### config.mk
export PLATFORM = sky130hd
export DESIGN_NAME = atm_session_ctrl
export DESIGN_NICKNAME = d
export VERILOG_FILES = /design/src/rtl/atm_session_ctrl.sv
export SDC_FILE = /design/constraint.sdc
export NUM_CORES = 1
export LEC_CHECK = 0
export ABC_AREA = 1
export BUFFER_PORTS_ARGS = -buffer_cell sky130_fd_sc_hd__buf_2
export CORE_AREA = 2 2 197 199
export CTS_CLUSTER_DIAMETER = 30
export DETAILED_ROUTE_END_ITERATION = 10
export DIE_AREA = 0 0 199 201
export PLACE_DENSITY_LB_ADDON = 0.3
export RECOVER_POWER = 25
export SKIP_LAST_GASP = 1
export SYNTH_ARGS = -nofsm -noshare
export SYNTH_HDL_FRONTEND = slang
export SYNTH_SLANG_ARGS = --single-unit
### constraint.sdc
create_clock -name clk -period 11.4 [get_ports clk]
set_clock_uncertainty 0.1 [all_clocks]
set_input_delay 0.57 -clock clk [delete_from_list [all_inputs] [get_ports clk]]
set_output_delay 0.57 -clock clk [all_outputs]
set_load 0.05 [all_outputs]
### src/rtl/atm_session_ctrl.sv
// ATM session controller: card/PIN authentication and account operations against an internal table.
// Build option: define ATM_LOCKOUT_EN for per-account PIN-retry counting and lockout.
//
// state   | meaning
// --------+--------------------------------------------------------------
// IDLE    | no card; table writable via cfg_we; card lookup on Card_in
// AUTH    | card accepted, waiting for pin_valid
// MENU    | authenticated, waiting for op_valid
// EXEC    | executing latched op; deposit holds here until money_counting
// RECEIPT | success path, optional receipt pulse
// ASK     | waiting for op_valid to pick another transaction or eject
// EJECT   | session over, waiting for card removal
module atm_session_ctrl #(
    parameter int NUM_ACCOUNTS = 4,
    parameter int ACCT_W       = 17,
    parameter int PIN_W        = 17,
    parameter int AMT_W        = 15,
    parameter int BAL_W        = 18,
    parameter int MAX_TRIES    = 3,
    parameter int TIMEOUT_CYC  = 64
) (
    input  logic                            clk,
    input  logic                            reset,
    input  logic                            cfg_we,
    input  logic [$clog2(NUM_ACCOUNTS)-1:0] cfg_idx,
    input  logic [ACCT_W-1:0]               cfg_acct,
    input  logic [PIN_W-1:0]                cfg_pin,
    input  logic [BAL_W-1:0]                cfg_bal,
    input  logic                            Card_in,
    input  logic [ACCT_W-1:0]               ur_account,
    input  logic                            pin_valid,
    input  logic [PIN_W-1:0]                password,
    input  logic                            op_valid,
    input  logic [2:0]                      opcode,
    input  logic [AMT_W-1:0]                amount,
    input  logic [ACCT_W-1:0]               Pers_Account_No,
    input  logic [PIN_W-1:0]                new_pin,
    input  logic                            money_counting,
    input  logic                            take_receipt,
    input  logic                            another_transaction_bit,
    output logic                            busy,
    output logic [BAL_W-1:0]                Balance_Out,
    output logic                            Balance_Shown,
    output logic                            Withdrew_Successfully,
    output logic                            Deposited_Successfully,
    output logic                            Transfer_Successfully,
    output logic                            Pin_Changed_Successfully,
    output logic                            Receipt_Printed,
    output logic                            Op_Error,
    output logic                            Pin_Error,
    output logic                            Timeout_Eject,
    output logic                            ATM_Usage_Finished,
    output logic                            Locked
);

    localparam int IDX_W = $clog2(NUM_ACCOUNTS);
    localparam int TMR_W = $clog2(TIMEOUT_CYC + 1);
    localparam logic [TMR_W-1:0] TMR_LOAD = TMR_W'(TIMEOUT_CYC - 1);

    localparam logic [2:0] OP_BAL  = 3'b001;
    localparam logic [2:0] OP_WD   = 3'b010;
    localparam logic [2:0] OP_DEP  = 3'b011;
    localparam logic [2:0] OP_XFER = 3'b100;
    localparam logic [2:0] OP_PIN  = 3'b101;

    typedef enum logic [2:0] {
        S_IDLE, S_AUTH, S_MENU, S_EXEC, S_RECEIPT, S_ASK, S_EJECT
    } state_t;

    state_t state;

    logic [ACCT_W-1:0]       tbl_acct [NUM_ACCOUNTS];
    logic [PIN_W-1:0]        tbl_pin  [NUM_ACCOUNTS];
    logic [BAL_W-1:0]        tbl_bal  [NUM_ACCOUNTS];
    logic [NUM_ACCOUNTS-1:0] tbl_valid;

`ifdef ATM_LOCKOUT_EN
    localparam int TRY_W = $clog2(MAX_TRIES + 1);
    logic [TRY_W-1:0]        tbl_tries [NUM_ACCOUNTS];
    logic [NUM_ACCOUNTS-1:0] tbl_lock;
    logic [TRY_W-1:0]        tries_next;
`else
    // Retry limit has no meaning without lockout.
    logic unused_max_tries;
    assign unused_max_tries = (MAX_TRIES > 0);
    assign Locked = 1'b0;
`endif

    logic [IDX_W-1:0]  cur_idx;
    logic [2:0]        op_code;
    logic [AMT_W-1:0]  op_amt;
    logic [ACCT_W-1:0] op_dst;
    logic [PIN_W-1:0]  op_pin;
    logic [TMR_W-1:0]  tmr;

    logic             card_hit, dst_hit;
    logic [IDX_W-1:0] card_idx, dst_idx;

    // Descending scan so the lowest matching index wins on duplicates.
    always_comb begin
        card_hit = 1'b0;
        card_idx = '0;
        dst_hit  = 1'b0;
        dst_idx  = '0;
        for (int i = NUM_ACCOUNTS - 1; i >= 0; i--) begin
            if (tbl_valid[i] && tbl_acct[i] == ur_account) begin
                card_hit = 1'b1;
                card_idx = IDX_W'(i);
            end
            if (tbl_valid[i] && tbl_acct[i] == op_dst) begin
                dst_hit = 1'b1;
                dst_idx = IDX_W'(i);
            end
        end
    end

    logic [BAL_W-1:0] cur_bal, dst_bal;
    logic [BAL_W:0]   amt_ext, dep_sum, xfer_sum;
    logic             wd_ok, dep_ok, xfer_ok;

    assign cur_bal  = tbl_bal[cur_idx];
    assign dst_bal  = tbl_bal[dst_idx];
    assign amt_ext  = (BAL_W + 1)'(op_amt);
    assign dep_sum  = {1'b0, cur_bal} + amt_ext;
    assign xfer_sum = {1'b0, dst_bal} + amt_ext;
    assign wd_ok    = amt_ext <= {1'b0, cur_bal};
    assign dep_ok   = ~dep_sum[BAL_W];
    assign xfer_ok  = dst_hit && (op_dst != tbl_acct[cur_idx]) && wd_ok && ~xfer_sum[BAL_W];

`ifdef ATM_LOCKOUT_EN
    assign tries_next = tbl_tries[cur_idx] + TRY_W'(1);
`endif

    assign busy = (state != S_IDLE);

    always_ff @(posedge clk or posedge reset) begin
        if (reset) begin
            state                    <= S_IDLE;
            tmr                      <= TMR_LOAD;
            cur_idx                  <= '0;
            op_code                  <= '0;
            op_amt                   <= '0;
            op_dst                   <= '0;
            op_pin                   <= '0;
            Balance_Out              <= '0;
            Balance_Shown            <= 1'b0;
            Withdrew_Successfully    <= 1'b0;
            Deposited_Successfully   <= 1'b0;
            Transfer_Successfully    <= 1'b0;
            Pin_Changed_Successfully <= 1'b0;
            Receipt_Printed          <= 1'b0;
            Op_Error                 <= 1'b0;
            Pin_Error                <= 1'b0;
            Timeout_Eject            <= 1'b0;
            ATM_Usage_Finished       <= 1'b0;
            tbl_valid                <= '0;
            for (int i = 0; i < NUM_ACCOUNTS; i++) begin
                tbl_acct[i] <= '0;
                tbl_pin[i]  <= '0;
                tbl_bal[i]  <= '0;
`ifdef ATM_LOCKOUT_EN
                tbl_tries[i] <= '0;
`endif
            end
`ifdef ATM_LOCKOUT_EN
            tbl_lock <= '0;
            Locked   <= 1'b0;
`endif
        end else begin
            Balance_Shown            <= 1'b0;
            Withdrew_Successfully    <= 1'b0;
            Deposited_Successfully   <= 1'b0;
            Transfer_Successfully    <= 1'b0;
            Pin_Changed_Successfully <= 1'b0;
            Receipt_Printed          <= 1'b0;
            Op_Error                 <= 1'b0;
            Pin_Error                <= 1'b0;
            Timeout_Eject            <= 1'b0;
            ATM_Usage_Finished       <= 1'b0;
            // Reload by default; waiting states override with a decrement.
            tmr                      <= TMR_LOAD;

            if (state != S_IDLE && state != S_EJECT && !Card_in) begin
                state <= S_IDLE;
            end else begin
                case (state)
                    S_IDLE: begin
                        if (cfg_we && int'(cfg_idx) < NUM_ACCOUNTS) begin
                            tbl_acct[cfg_idx]  <= cfg_acct;
                            tbl_pin[cfg_idx]   <= cfg_pin;
                            tbl_bal[cfg_idx]   <= cfg_bal;
                            tbl_valid[cfg_idx] <= 1'b1;
`ifdef ATM_LOCKOUT_EN
                            tbl_tries[cfg_idx] <= '0;
                            tbl_lock[cfg_idx]  <= 1'b0;
`endif
                        end
                        if (Card_in) begin
`ifdef ATM_LOCKOUT_EN
                            if (card_hit && !tbl_lock[card_idx]) begin
`else
                            if (card_hit) begin
`endif
                                cur_idx <= card_idx;
                                state   <= S_AUTH;
                            end else begin
                                Op_Error           <= 1'b1;
                                ATM_Usage_Finished <= 1'b1;
                                state              <= S_EJECT;
`ifdef ATM_LOCKOUT_EN
                                Locked             <= card_hit;
`endif
                            end
                        end
                    end
                    S_AUTH: begin
                        if (pin_valid) begin
                            if (password == tbl_pin[cur_idx]) begin
                                state <= S_MENU;
`ifdef ATM_LOCKOUT_EN
                                tbl_tries[cur_idx] <= '0;
`endif
                            end else begin
                                Pin_Error <= 1'b1;
`ifdef ATM_LOCKOUT_EN
                                tbl_tries[cur_idx] <= tries_next;
                                if (tries_next >= TRY_W'(MAX_TRIES)) begin
                                    tbl_lock[cur_idx]  <= 1'b1;
                                    Locked             <= 1'b1;
                                    ATM_Usage_Finished <= 1'b1;
                                    state              <= S_EJECT;
                                end
`else
                                ATM_Usage_Finished <= 1'b1;
                                state              <= S_EJECT;
`endif
                            end
                        end else if (tmr == '0) begin
                            Timeout_Eject      <= 1'b1;
                            ATM_Usage_Finished <= 1'b1;
                            state              <= S_EJECT;
                        end else begin
                            tmr <= tmr - TMR_W'(1);
                        end
                    end
                    S_MENU: begin
                        if (op_valid) begin
                            op_code <= opcode;
                            op_amt  <= amount;
                            op_dst  <= Pers_Account_No;
                            op_pin  <= new_pin;
                            state   <= S_EXEC;
                        end else if (tmr == '0) begin
                            Timeout_Eject      <= 1'b1;
                            ATM_Usage_Finished <= 1'b1;
                            state              <= S_EJECT;
                        end else begin
                            tmr <= tmr - TMR_W'(1);
                        end
                    end
                    S_EXEC: begin
                        case (op_code)
                            OP_BAL: begin
                                Balance_Out   <= cur_bal;
                                Balance_Shown <= 1'b1;
                                state         <= S_RECEIPT;
                            end
                            OP_WD: begin
                                if (wd_ok) begin
                                    tbl_bal[cur_idx]      <= cur_bal - amt_ext[BAL_W-1:0];
                                    Withdrew_Successfully <= 1'b1;
                                    state                 <= S_RECEIPT;
                                end else begin
                                    Op_Error <= 1'b1;
                                    state    <= S_ASK;
                                end
                            end
                            OP_DEP: begin
                                if (!money_counting) begin
                                    if (tmr == '0) begin
                                        Timeout_Eject      <= 1'b1;
                                        ATM_Usage_Finished <= 1'b1;
                                        state              <= S_EJECT;
                                    end else begin
                                        tmr <= tmr - TMR_W'(1);
                                    end
                                end else if (dep_ok) begin
                                    tbl_bal[cur_idx]       <= dep_sum[BAL_W-1:0];
                                    Deposited_Successfully <= 1'b1;
                                    state                  <= S_RECEIPT;
                                end else begin
                                    Op_Error <= 1'b1;
                                    state    <= S_ASK;
                                end
                            end
                            OP_XFER: begin
                                if (xfer_ok) begin
                                    tbl_bal[cur_idx]      <= cur_bal - amt_ext[BAL_W-1:0];
                                    tbl_bal[dst_idx]      <= xfer_sum[BAL_W-1:0];
                                    Transfer_Successfully <= 1'b1;
                                    state                 <= S_RECEIPT;
                                end else begin
                                    Op_Error <= 1'b1;
                                    state    <= S_ASK;
                                end
                            end
                            OP_PIN: begin
                                tbl_pin[cur_idx]         <= op_pin;
                                Pin_Changed_Successfully <= 1'b1;
                                state                    <= S_RECEIPT;
                            end
                            default: begin
                                Op_Error <= 1'b1;
                                state    <= S_ASK;
                            end
                        endcase
                    end
                    S_RECEIPT: begin
                        Receipt_Printed <= take_receipt;
                        state           <= S_ASK;
                    end
                    S_ASK: begin
                        if (op_valid) begin
                            if (another_transaction_bit) begin
                                state <= S_MENU;
                            end else begin
                                ATM_Usage_Finished <= 1'b1;
                                state              <= S_EJECT;
                            end
                        end else if (tmr == '0) begin
                            Timeout_Eject      <= 1'b1;
                            ATM_Usage_Finished <= 1'b1;
                            state              <= S_EJECT;
                        end else begin
                            tmr <= tmr - TMR_W'(1);
                        end
                    end
                    S_EJECT: begin
                        if (!Card_in) begin
                            state <= S_IDLE;
`ifdef ATM_LOCKOUT_EN
                            Locked <= 1'b0;
`endif
                        end
                    end
                    default: state <= S_IDLE;
                endcase
            end
        end
    end

endmodule
After elaboration in Yosys (flattened, before gate mapping)
Cells that the tools add are included.

Output and inout port bits: 30. Logic and storage cells: 238. Register bits: 304.

Reduce and logical (&&, ||, !) cells: 31. Muxes and demuxes: 126. Bitwise gates (word level): 6. Equal/unequal tests: 31. $lt $le $gt $ge: 9. Add/subtract/negate cells: 4.

Operators by type and width (number): 72-bit 2-to-1 mux (5); 72-bit bitwise mux (4); 72-bit one-hot mux with 3 select lines (1); 68-bit bitwise mux (3); 17-bit equality test (9); 72-bit one-hot mux with 2 select lines (1); 68-bit 2-to-1 mux (2); 68-bit one-hot mux with 2 select lines (1); 18-bit 2-to-1 mux (7); 18-bit demux with 2-bit select (3); 17-bit 2-to-1 mux (6); 18-bit binary-select mux with 2-bit select (2); 17-bit binary-select mux with 2-bit select (2); 17-bit demux with 2-bit select (2); 1-bit 2-to-1 mux (54); 7-bit 2-to-1 mux (6); 18-bit by 15-bit adder with 19-bit output (2); 3-bit 2-to-1 mux (11); 3-bit inequality test, second input constant (7); 3-bit one-hot mux with 7 select lines (1); 7-bit one-hot mux with 3 select lines (1); 15-bit by 18-bit less-or-equal comparator with 1-bit output (1); 18-bit by 15-bit subtractor with 18-bit output (1); 1-bit logical AND (17); other kinds (32) (58).

Logic depth before layout (Yosys ltp)
Depth after elaboration: 17. Mapped depth: 35. Mapped depth without buffers: 32.

Least setup slack after synthesis
No wires, ideal clock.

Path kind: reg-to-reg. Start point: register cur_idx[0]. End point: register tbl_bal[35] (netlist name). Arrival: 4.374 ns. Clock period less this slack: 4.591 ns. Cell stages (with the launch flop): 29. Path slack: 6.809 ns. Buffers on the path: 7. Path through: dfrtp_1 nor2_1 buf_2 buf_2 buf_2 buf_2 buf_1 clkbuf_1 a22oi_1 o221ai_1 ha_1 clkbuf_1 inv_1 nand2_1 o21ai_0 a31oi_1 or3b_2 nand2_1 nand2_1 nand2_1 nand3_1 nand2_1 nand2_1 o21ai_0 nand2_1 nand2_1 nand2_1 nand3_1 nand2_1.

Longest elaborated chain between the ends: 10. Elaborated cells on any way between the ends: 32.

RTL lines: start, declared (RTL line 89) `logic [IDX_W-1:0] cur_idx;`; start signal, assigned (RTL line 204) `cur_idx <= card_idx;`; 2-bit NOT with 3-bit output (not written as such) (*) (RTL line 121) `assign cur_bal = tbl_bal[cur_idx];`; 18-bit binary-select mux with 2-bit select (*) (RTL line 121); 18-bit 2-to-1 mux (not written as such) (*) (2 in series) (RTL line 121); named net cur_bal[2] (RTL line 117) `logic [BAL_W-1:0] cur_bal, dst_bal;`; 18-bit by 15-bit subtractor with 18-bit output or 18-bit by 15-bit adder with 19-bit output (tied branches) (RTL line 270, 298, 124); 72-bit bitwise mux, on equally long branches (RTL line 270, 298, 288); 72-bit bitwise mux or 72-bit 2-to-1 mux (tied branches) (RTL line 299, 287); 72-bit 2-to-1 mux, on equally long branches (RTL line 297, 279); 72-bit one-hot mux with 3 select lines (RTL line 262) `case (op_code)`; 72-bit one-hot mux with 2 select lines (RTL line 186) `case (state)`; end signal, assigned by index (RTL line 191) `tbl_bal[cfg_idx] <= cfg_bal;`; end signal, assigned by index (RTL line 298) `tbl_bal[cur_idx] <= cur_bal - amt_ext[BAL_W-1:0];`; end signal, assigned by index (RTL line 299) `tbl_bal[dst_idx] <= xfer_sum[BAL_W-1:0];`; end, declared (RTL line 74) `logic [BAL_W-1:0] tbl_bal [NUM_ACCOUNTS];`.

Mark *: on every way through the listed nets, which the timed path passes. The rest lies on a longest branch. The select of a mux whose other input is x is not followed. A chain may end at the register's enable or synchronous reset.

Final worst setup path
Start point: register cur_idx[1]. End point: register tbl_bal[23] (netlist name).

Same word-level chain as after synthesis.

==> impl_metrics.csv <==
group,metric,value,unit
timing,fmax,159.6,MHz
global_routing,grt_pass1_wl,144300,um
clocking,htreeDepth,3,
global_routing,first_global_vias,25240,
clocking,clock_tree.root_cell,"sky130_fd_sc_hd__clkbuf_16",
critical_path,critPathSlowestCell,"sky130_fd_sc_hd__o221ai_1",
synth,netlist-cell-type-count,65,
die,design.core.area,38110,um^2
placement,dpl.hpwl,64000,um
route,route.antenna.remaining_nets,0,
global_routing,grt_antenna_before_repair,2,
die,die_area,40000,um^2
critical_path,worst-path-max-fanout,72,
critical_path,reg2reg_slack,5130,ps
final_layout,instances_no_fill,3986,
route,routed-via-count,25730,
synth,synth-edff-count,0,
power,design_power_total,8.331,mW
hold_path,worst_hold_path_type,"primary input to flip-flop",
power,sequentialPowerShare,23.4,%
route,wl,94880,um
clocking,clk-insertion-delay-late,640,ps
timing,slew_at_the_pin_with_the_worst_max_slew_slack,5959,ps
synth,ys_seq_area_share,33.88,%
critical_path,startpoint_type,"flip-flop",
clocking,clkSlewWorstSetupHoldPaths,40,ps
critical_path,cp.required,11860,ps
synth,synth_seq_cells,304,
die,fp-row-count,72,
critical_path,criticalPathCategory,"flip-flop to flip-flop",
timing,setup_viol,0,
critical_path,setup.worst_path.end_class,"flip-flop",
global_routing,globalRouteTotalUtil,47.31,%
outcome,result_of_the_run,"finished with violations",
power,p_comb_share,48.8,%
timing,timing.final.hold_violations,0,
critical_path,crit_path_max_incr_delay,660,ps
route,routedWlPerCell,23.80,um
synth,synthArstFlopShare,100.0,%
critical_path,cp.arrival,6730,ps
final_layout,drive_gt1_share,13.93,%
clocking,number_of_sinks_handled_by_clock_tree_synthesis,304,
power,net-switching-power,4.051,mW
synth,syn-cell-area,22470,um^2
die,io_count,179,
clocking,cts_post_setup_buffers_inserted,0,
power,ir_drop,0.0001872,V
timing,fin_crit_period,6267,ps
timing,layout_worst_path_cycle_share,54.98,%
synth,synth_ff_type,"sky130_fd_sc_hd__dfrtp_1",
clocking,tritoncts_clock_tree,"yes",
final_layout,area_growth,17.56,%
route,drt-vias-per-instance,6.455,
timing,drv_slew,177,
power,switching_share,48.63,%
final_layout,fillCellCount,3273,
synth,syn-mean-instance-area,6.879,um^2
clocking,numCtsBuffers,79,
clocking,cts_hold_repair.buffers,0,
power,intPower,4.279,mW
job,max_cap_viol_count,2,
timing,rsz0062_at_grt,"false",
power,power_density,315.3,nW/um^2
placement,post_placement_cell_count,3839,
timing,timing.slew.headroom,-299.4,%
clocking,cts-root-to-sink-buffers,3,
route,drtPass1Iterations,9,
final_layout,design.final.nets,3600,
route,drc_violation_count_after_routing,0,
critical_path,path_delay_family,"simple AND/OR/NAND/NOR gates",
critical_path,critical-path-top-cell-by-count,"sky130_fd_sc_hd__nand2_1",
critical_path,worstPathBufferInverterCount,5,
route,drt_iter0_markers,3885,
global_routing,grt_overflow_total,0,
timing,final.setup.tns,0,ps
outcome,failed_checks,"capacitance limit, slew limit",
synth,synth.yosys.warnings,0,
die,start_util,58.98,%
placement,gp_routability_congestion,1.071,
power,static-leakage-power,13.10,nW
power,pwr-share-clk,27.8,%
synth,syn-num-nets,3465,
placement,port-buffer-count,177,
die,dieHeight,201,um
clocking,cts_repair_resize_count,0,
global_routing,grt_max_degree,125,
synth,netlist_instances,3267,
die,die_width,199,um
[cells in the final DEF, fill, tap and decap left out, types with 11 or more instances in the layout]
cell / n
sky130_fd_sc_hd__nand2_1: 914
sky130_fd_sc_hd__o21ai_0: 327
sky130_fd_sc_hd__inv_1: 303
sky130_fd_sc_hd__dfrtp_1: 298
sky130_fd_sc_hd__nor2_1: 260
sky130_fd_sc_hd__nand3_1: 198
sky130_fd_sc_hd__buf_2: 177
sky130_fd_sc_hd__a21oi_1: 117
sky130_fd_sc_hd__o22ai_1: 115
sky130_fd_sc_hd__clkbuf_16: 80
sky130_fd_sc_hd__xor2_1: 67
sky130_fd_sc_hd__o221ai_1: 54
sky130_fd_sc_hd__a22oi_1: 47
sky130_fd_sc_hd__ha_1: 46
sky130_fd_sc_hd__mux2_2: 35
sky130_fd_sc_hd__buf_4: 35
sky130_fd_sc_hd__o21ai_1: 32
sky130_fd_sc_hd__xnor2_1: 31
sky130_fd_sc_hd__inv_2: 26
sky130_fd_sc_hd__nand4_1: 23
sky130_fd_sc_hd__a221oi_1: 22
sky130_fd_sc_hd__nor3_1: 17
sky130_fd_sc_hd__nor2_2: 16
sky130_fd_sc_hd__clkbuf_8: 14
sky130_fd_sc_hd__nor4_1: 13
sky130_fd_sc_hd__or2_2: 12
sky130_fd_sc_hd__o211ai_1: 12
sky130_fd_sc_hd__clkinv_2: 11
sky130_fd_sc_hd__clkbuf_1: 11
[path summary, 6_finish.rpt]
check | startpoint | endpoint | cells past startpoint
min in group asynchronous | reset | Balance_Out[17] | 2
max in group asynchronous | reset | op_dst[7] | 3
setup / recovery | cur_idx[1] | tbl_bal[23] | 25
hold reg to reg | tbl_bal[52] | tbl_bal[52] | 2
setup reg to reg | cur_idx[1] | tbl_bal[23] | 25
hold / removal | take_receipt | Receipt_Printed | 3
[synthesized netlist by cell type, drive strengths merged (4+ instances only)]
| cell | count | area [um^2] |
|---|---|---|
| o221ai | 54 | 473.0 |
| nand3 | 210 | 1156 |
| o2111ai | 10 | 87.58 |
| xnor2 | 32 | 287.8 |
| nor4 | 13 | 81.33 |
| a22oi | 47 | 352.8 |
| xor2 | 67 | 586.8 |
| nand3b | 8 | 72.57 |
| o31ai | 4 | 30.03 |
| nor2 | 283 | 1119 |
| buf | 46 | 266.5 |
| a21oi | 117 | 585.6 |
| o211ai | 12 | 90.09 |
| o22ai | 115 | 719.4 |
| clkinv | 4 | 15.01 |
| inv | 331 | 1245 |
| nand4 | 23 | 143.9 |
| a31oi | 9 | 56.30 |
| dfrtp | 298 | 7457 |
| or2 | 12 | 75.07 |
| nand2 | 929 | 3557 |
| a21o | 8 | 60.06 |
| o21ai | 359 | 1797 |
| clkbuf | 113 | 424.2 |
| dfstp | 6 | 157.7 |
| nor3b | 5 | 37.54 |
| nor3 | 17 | 85.08 |
| a221oi | 22 | 192.7 |
| ha | 46 | 575.6 |
| mux2 | 35 | 394.1 |
[registers in the layout (all words and copies together) (netlist names), 2 cells and up]
name and cells:
tmr 7, state 3, cur_idx 2, tbl_pin 68, tbl_acct 68, op_pin 17, tbl_valid 4, op_code 3
tbl_bal 72, Balance_Out 18, op_amt 15, op_dst 17
[area by class of cell]
cell class,count,area (um^2),share of cell area (%)
inverter,335,1261,4.774
multi-input combinational,2469,12960,49.07
timing repair buffer,213,1152,4.362
clock buffer,104,2232,8.449
clock inverter,42,545.5,2.065
tap,518,648.1,2.453
sequential,304,7615,28.82
antenna,1,2.502,0.009472
[worst min-delay path: stages]
cell and delay, ps:
sky130_fd_sc_hd__buf_2 70, sky130_fd_sc_hd__nand3_1 60, sky130_fd_sc_hd__inv_1 50
[stage by stage]
step,setup WS (ps),hold WS [ps],utilization [%],area [um^2]
5_1_grt,4151,90.74,69.33,26420
3_5_place_dp,5607,359.4,62.06,23650
4_1_cts,5508,60.26,69.35,26430
2_1_floorplan,2337,341.9,-,22470
3_3_place_gp,5663,354.2,62.06,23650
6_report,5133,63.73,69.33,26420
[power by group through the flow]
stage                     clock network, mW  logic, mW  registers (mW)
after floorplan                           0       2.72            1.84
after global placement                    0       3.81            1.91
after detailed placement                  0       3.85            1.92
after CTS                              2.31       3.89            1.92
after global routing                   2.37       4.38            1.98
final                                  2.31       4.07            1.95
[routing by layer]
metal,global-route usage [%],part of all wire [%],up-vias
met3,13.26,13,590
met5,0,0.014,-
li1,-,-,11280
met1,59.07,36,11760
met2,70.40,43,2100
met4,33.37,8.2,2
[cell families after synthesis]
kind of cell	share of synthesized area, %
adder cells (fa/ha/maj)	2.828
flip-flops	33.88
AND/OR/NAND/NOR	28.30
AO/OA/AOI/OAI	20.64
multiplexers	1.754
other	0.01669
buffers and inverters	8.679
XOR/XNOR	3.892
Note: power is estimated with default switching activity, not from simulation.
